`config.mk`:
```
export PLATFORM = sky130hd
export DESIGN_NAME = lbm_stream_pull
export DESIGN_NICKNAME = d
export VERILOG_FILES = /design/src/rtl/lbm_pkg.sv /design/src/rtl/lbm_neighbor_addr.sv /design/src/rtl/lbm_stream_pull.sv
export SDC_FILE = /design/constraint.sdc
export NUM_CORES = 1
export LEC_CHECK = 0
export ABC_AREA = 1
export CAP_MARGIN = 25
export CORE_AREA = 8 8 229 231
export DETAILED_ROUTE_END_ITERATION = 8
export DIE_AREA = 0 0 237 239
export PLACE_DENSITY = 0.85
export SLEW_MARGIN = 40
export SYNTH_ARGS = -nofsm -noshare
export SYNTH_HDL_FRONTEND = slang
export SYNTH_HIERARCHICAL = 1
export SYNTH_SLANG_ARGS = --single-unit
```
`constraint.sdc`:
```
create_clock -name Clk -period 4.3 [get_ports Clk]
set_input_delay 0.86 -clock Clk [delete_from_list [all_inputs] [get_ports Clk]]
set_output_delay 0.86 -clock Clk [all_outputs]
set_load 0.005 [all_outputs]
```
`src/rtl/lbm_pkg.sv`:
```
// Shared D2Q9 constants: lattice defaults, lane geometry, velocity set and
// the enumerations used by the streaming stage.
package lbm_pkg;

  localparam int Q          = 9;
  localparam int FWIDTH     = 32;
  localparam int LATTICE_NX = 16;
  localparam int LATTICE_NY = 16;

  typedef logic signed [1:0] vel_t;

  // Lattice velocities indexed by direction number.
  localparam vel_t CX [0:Q-1] = '{2'sb00, 2'sb01, 2'sb00, 2'sb11, 2'sb00,
                                  2'sb01, 2'sb11, 2'sb11, 2'sb01};
  localparam vel_t CY [0:Q-1] = '{2'sb00, 2'sb00, 2'sb01, 2'sb00, 2'sb11,
                                  2'sb01, 2'sb01, 2'sb11, 2'sb11};

  typedef enum logic [3:0] {
    DIR_REST, DIR_E, DIR_N, DIR_W, DIR_S, DIR_NE, DIR_NW, DIR_SW, DIR_SE
  } dir_e;

  typedef enum logic [2:0] {
    IDLE, FETCH, LAST, WRITE, DONE
  } stream_state_e;

endpackage

```
`src/rtl/lbm_neighbor_addr.sv`:
```
// Upstream neighbour address for the pull scheme: node (x,y) pulls direction
// k from (x-cx, y-cy). Periodic wrap falls out of power-of-two truncation.
module lbm_neighbor_addr
  import lbm_pkg::*;
#(
  parameter int NX = LATTICE_NX,
  parameter int NY = LATTICE_NY,
  localparam int XW = $clog2(NX),
  localparam int YW = $clog2(NY)
) (
  input  logic [XW-1:0]    x,
  input  logic [YW-1:0]    y,
  input  logic [3:0]       k,
  output logic [XW+YW-1:0] address
);

  vel_t          cx;
  vel_t          cy;
  logic [XW-1:0] sx;
  logic [YW-1:0] sy;

  // Subtract the sign-extended velocity and let the narrow width do the wrap.
  always_comb begin
    cx = '0;
    cy = '0;
    if (k < 4'(Q)) begin
      cx = CX[k];
      cy = CY[k];
    end
    sx      = x - XW'(cx);
    sy      = y - YW'(cy);
    address = {sy, sx};
  end

endmodule

```
`src/rtl/lbm_stream_pull.sv`:
```
// D2Q9 streaming stage: sweeps every node, gathers the nine distributions
// from their upstream neighbours (one RAM read per direction) and writes the
// assembled word to the destination buffer. 11 cycles per node.
module lbm_stream_pull
  import lbm_pkg::*;
#(
  parameter int NX            = LATTICE_NX,
  parameter int NY            = LATTICE_NY,
  parameter int DEPTH         = NX * NY,
  parameter int ADDRESS_WIDTH = $clog2(DEPTH),
  parameter int FWIDTH        = lbm_pkg::FWIDTH,
  parameter int DATA_WIDTH    = FWIDTH * Q
) (
  input  logic                         Clk,
  input  logic                         Reset_n,
  input  logic                         start,
  output logic                         busy,
  output logic                         done,
  output logic [ADDRESS_WIDTH-1:0]     src_address,
  input  logic signed [DATA_WIDTH-1:0] src_data_out,
  output logic [ADDRESS_WIDTH-1:0]     dst_address,
  output logic                         dst_WE,
  output logic signed [DATA_WIDTH-1:0] dst_data_in
);

  localparam int XW = $clog2(NX);
  localparam int YW = $clog2(NY);

  stream_state_e state, stateNext;
  logic [XW-1:0] x, xNext;
  logic [YW-1:0] y, yNext;
  logic [3:0]    k, kNext;

  logic [FWIDTH-1:0] lanes     [Q];
  logic [FWIDTH-1:0] lanesNext [Q];
  logic [FWIDTH-1:0] srcLane   [Q];

  logic                         busyNext;
  logic                         doneNext;
  logic                         weNext;
  logic [ADDRESS_WIDTH-1:0]     dstAddrNext;
  logic signed [DATA_WIDTH-1:0] dstDataNext;
  logic [3:0]                   laneIdx;
  logic                         lastNode;

  // The read address follows the current node and direction counter directly,
  // so read data for direction k arrives while k+1 is being issued.
  lbm_neighbor_addr #(
    .NX(NX),
    .NY(NY)
  ) uNeighbor (
    .x      (x),
    .y      (y),
    .k      (k),
    .address(src_address)
  );

  // Lane view of the source word.
  always_comb begin
    for (int i = 0; i < Q; i++) begin
      srcLane[i] = src_data_out[FWIDTH*i +: FWIDTH];
    end
  end

  // Next-state and next-output logic; every output is registered below.
  always_comb begin
    stateNext   = state;
    xNext       = x;
    yNext       = y;
    kNext       = k;
    lanesNext   = lanes;
    busyNext    = busy;
    doneNext    = 1'b0;
    weNext      = 1'b0;
    dstAddrNext = dst_address;
    dstDataNext = dst_data_in;
    laneIdx     = k - 4'd1;
    lastNode    = (x == XW'(NX - 1)) && (y == YW'(NY - 1));

    case (state)
      IDLE: begin
        if (start) begin
          stateNext = FETCH;
          xNext     = '0;
          yNext     = '0;
          kNext     = '0;
          busyNext  = 1'b1;
        end
      end
      FETCH: begin
        if (k != 4'd0) begin
          lanesNext[laneIdx] = srcLane[laneIdx];
        end
        if (k == DIR_SE) begin
          stateNext = LAST;
        end else begin
          kNext = k + 4'd1;
        end
      end
      LAST: begin
        lanesNext[Q-1] = srcLane[Q-1];
        weNext         = 1'b1;
        dstAddrNext    = ADDRESS_WIDTH'({y, x});
        for (int i = 0; i < Q; i++) begin
          dstDataNext[FWIDTH*i +: FWIDTH] = lanesNext[i];
        end
        stateNext = WRITE;
      end
      WRITE: begin
        kNext = '0;
        xNext = x + 1'b1;
        if (x == XW'(NX - 1)) begin
          yNext = y + 1'b1;
        end
        stateNext = lastNode ? DONE : FETCH;
      end
      DONE: begin
        doneNext  = 1'b1;
        busyNext  = 1'b0;
        stateNext = IDLE;
      end
      default: stateNext = IDLE;
    endcase
  end

  // State, counters, assembly register and registered outputs.
  always_ff @(posedge Clk or negedge Reset_n) begin
    if (!Reset_n) begin
      state       <= IDLE;
      x           <= '0;
      y           <= '0;
      k           <= '0;
      for (int i = 0; i < Q; i++) begin
        lanes[i] <= '0;
      end
      busy        <= 1'b0;
      done        <= 1'b0;
      dst_WE      <= 1'b0;
      dst_address <= '0;
      dst_data_in <= '0;
    end else begin
      state       <= stateNext;
      x           <= xNext;
      y           <= yNext;
      k           <= kNext;
      lanes       <= lanesNext;
      busy        <= busyNext;
      done        <= doneNext;
      dst_WE      <= weNext;
      dst_address <= dstAddrNext;
      dst_data_in <= dstDataNext;
    end
  end

endmodule

```
==> metrics.txt <==
Worst-Skew Late Latency=approximately 660 ps; post-DR wirelength/cell=a little over 20 um; DIE WIDTH=237 um; total length of routed met2 wires=~46000 um; TritonCTS Sinks=570; final hold vios=0; final setup violation count=0; max incr delay on CP=approximately 560 ps; Syn Inst Count=between 3000 and 4000; placed wire-length estimate=66600 um; Layout fillers=3567; cell mode on critical path=nand2_1; CP Buf/Inv Count=3; DRT Pass-1 Iters=8; CP required=between 3000 and 4000 ps; layout cells sized above 1=4.96%; clk buf depth=3; DRT iter0 DRCs=~2500; Post-synth EDFFs=0; post-CTS setup buffer count=0; Vias=24900; Die ar.=56600 um^2; count of final max-slew check failures=0; CTS root buffer=clkbuf_16; hold_buf cts=0; yosys warns=6; met1 WL=34300 um; leakage=around 19 nW; GPL Wtd Cong=0.950; highest routed layer=met4; core area=48500 um^2; pin count of the biggest net entering global routing=205; Critical Path Source Type=register; worst min path class=in -> async; synthesized cell area=26400 um^2; initial antenna violation count=8; IO Port Bufs=approximately 600; drt drc=0; row cnt=between 80 and 90; FMAX=about 250 MHz; CTS tree=built; Slew Limit Headroom=between 40% and 50%; CP Cell Sequence=inv_1 -> ha_1 -> inv_1 -> nand2_1 -> nand2_2 -> nand2_2 -> ha_1 -> nand2_1 -> nand2_1 -> nor2_1 -> nand3_1 -> nand2_1 -> clkdlybuf4s50_1; fraction of registers with async set/reset=100%; Die Y=~240 um; TritonCTS buffer count=55; clock-pin transition on the worst setup and hold timing paths=around 60 ps; vias per cell=roughly 5.4; post-CTS resize count=0; Least-Margin Pin Slew=approximately 840 ps; Top FF cell, synth=dfrtp_1; CP Data Arrival Time=3130 ps; number of global-route vias before repair=roughly 25000; fin nets=~4300; final WL=95200 um; Tmin final=3990 ps; CP top delay family=simple AND/OR/NAND/NOR gates; Initial Util=between 50% and 60%; worst setup path class=reg -> out; CP endpoint kind=output port; Yosys cell types=28; GRT overflow=0; first-pass GRT wire length=between 100000 and 150000 um; Setup WS pre-CTS=roughly 950 ps; pwr/cell area=between 800 and 900 nW/um^2; Yosys reg bits=570; Mean Syn Cell Area=~7.6 um^2; Synthesized Nets=between 3000 and 4000; RSZ-0062 raised after global routing=no; VDD IR max=600 uV; Total Neg Setup Slack=0 ps; Final Cycle Share=92.8%; area grow syn2layout=31.8%; Clock Skews=approximately 69 ps; DRT antenna net count=0; sequential cell area fraction in the yosys report=a little over half; Total Routing Usage GR=between 30% and 40%; worst setup margin=between 300 and 400 ps; Max Cap Viol=0; H-tree levels=2; Slowest-stage cell, CP=dfrtp_1; I/O pin count=approximately 600; met3 wire len=10100 um; Max FO, Critical Path=9; status=completed
==> final cells by class <==
type | count | area [um^2] | share of cell area, %
Clock buffer | 78 | 1570 | 4.52
Sequential cell | 570 | 14300 | 41.0
Clock inverter | 17 | 360 | 1.03
Inverter | 330 | 1250 | 3.60
Timing Repair Buffer | 637 | 6570 | 18.9
Tap cell | 622 | 778 | 2.24
Antenna cell | 7 | 17.5 | 0.0503
Multi-Input combinational cell | 2382 | 10000 | 28.7
==> power by group <==
part	leakage (nW)	switching (W)	total, W	internal, W
logic	10.7	0.00964	0.0153	0.00571
clock network	0.943	0.00215	0.00519	0.00304
registers	6.93	0.00177	0.00978	0.00802
total	18.6	0.0136	0.0303	0.0168
==> metal layers <==
layer	track usage (%)	vias up
met1	39.7	12000
met4	16.0	0
met3	9.19	260
li1	-	11400
met5	0	-
met2	54.8	1302
==> cells in the final DEF, fill, tap and decap left out, drive strengths merged <==
cell,n
a31oi,2
buf,41
dfrtp,570
o22ai,2
a21oi,4
nand3,282
clkdlybuf4s50,596
ha,17
or2,1
clkbuf,78
nor3,30
nand2,1959
o32ai,1
nor2,26
diode,7
bufinv,8
xor2,4
fa,2
clkinv,8
xnor2,1
nand4,2
o21ai,49
inv,331
==> cell usage after synthesis, types with 2 or more instances <==
| cell type | n | area share, % |
|---|---|---|
| a21oi_1 | 4 | 0.076 |
| buf_1 | 5 | 0.071 |
| buf_2 | 77 | 1.5 |
| buf_4 | 3 | 0.085 |
| buf_6 | 25 | 1.1 |
| clkbuf_1 | 73 | 1.0 |
| dfrtp_1 | 570 | 54 |
| fa_1 | 2 | 0.15 |
| ha_1 | 17 | 0.80 |
| inv_1 | 322 | 4.6 |
| inv_2 | 8 | 0.11 |
| nand2_1 | 1951 | 28 |
| nand2_2 | 7 | 0.17 |
| nand3_1 | 248 | 4.7 |
| nand3_2 | 34 | 1.3 |
| nand4_1 | 2 | 0.047 |
| nor2_1 | 15 | 0.21 |
| nor2_4 | 11 | 0.47 |
| nor3_1 | 30 | 0.57 |
| o21ai_0 | 49 | 0.93 |
| o22ai_1 | 2 | 0.047 |
| xor2_1 | 4 | 0.13 |
==> cells by family (layout without fill, tap and decap cells) <==
logic type | count (synthesis) | after routing | synth area share, %
flip-flops | 570 | 570 | 54.0
XOR/XNOR | 5 | 5 | 0.237
AO/OA/AOI/OAI | 58 | 58 | 1.19
adder cells (fa/ha/maj) | 19 | 19 | 0.957
AND/OR/NAND/NOR | 2300 | 2300 | 35.2
other | 0 | 7 | 0
buffers and inverters | 513 | 1062 | 8.41
==> stage by stage <==
step / power [W] / utilization [%] / hold WS (ps) / instance area (um^2) / std cells
2_1_floorplan: 0.0170 / - / 449 / 26400 / 3465
3_3_place_gp: 0.0244 / 67.2 / 453 / 32600 / 4531
3_5_place_dp: 0.0248 / 67.6 / 458 / 32800 / 4539
4_1_cts: 0.0302 / 71.6 / 134 / 34700 / 4634
5_1_grt: 0.0320 / 71.7 / 153 / 34800 / 4643
6_report: 0.0303 / 71.7 / 126 / 34800 / 4643
==> flip-flops by register name (all words and copies together) (netlist names) <==
signal and count:
dst_data_in 288, state 3, busy 1, dst_WE 1, lanes 256, dst_address 8, x 4, k 4
y 4, done 1
==> worst paths after layout <==
path,end,depth (start not counted),slack (ps),start
max in group asynchronous,lanes[180],3,3090,Reset_n
worst max register to register,lanes[107],10,1190,k[1]
worst max-delay path,src_address[7],13,310,k[1]
worst min register to register,dst_data_in[255],2,410,lanes[63]
worst min-delay path,dst_data_in[47],1,130,Reset_n
min in group Clk,dst_data_in[255],2,410,lanes[63]
(Power assumes the default switching activity.)
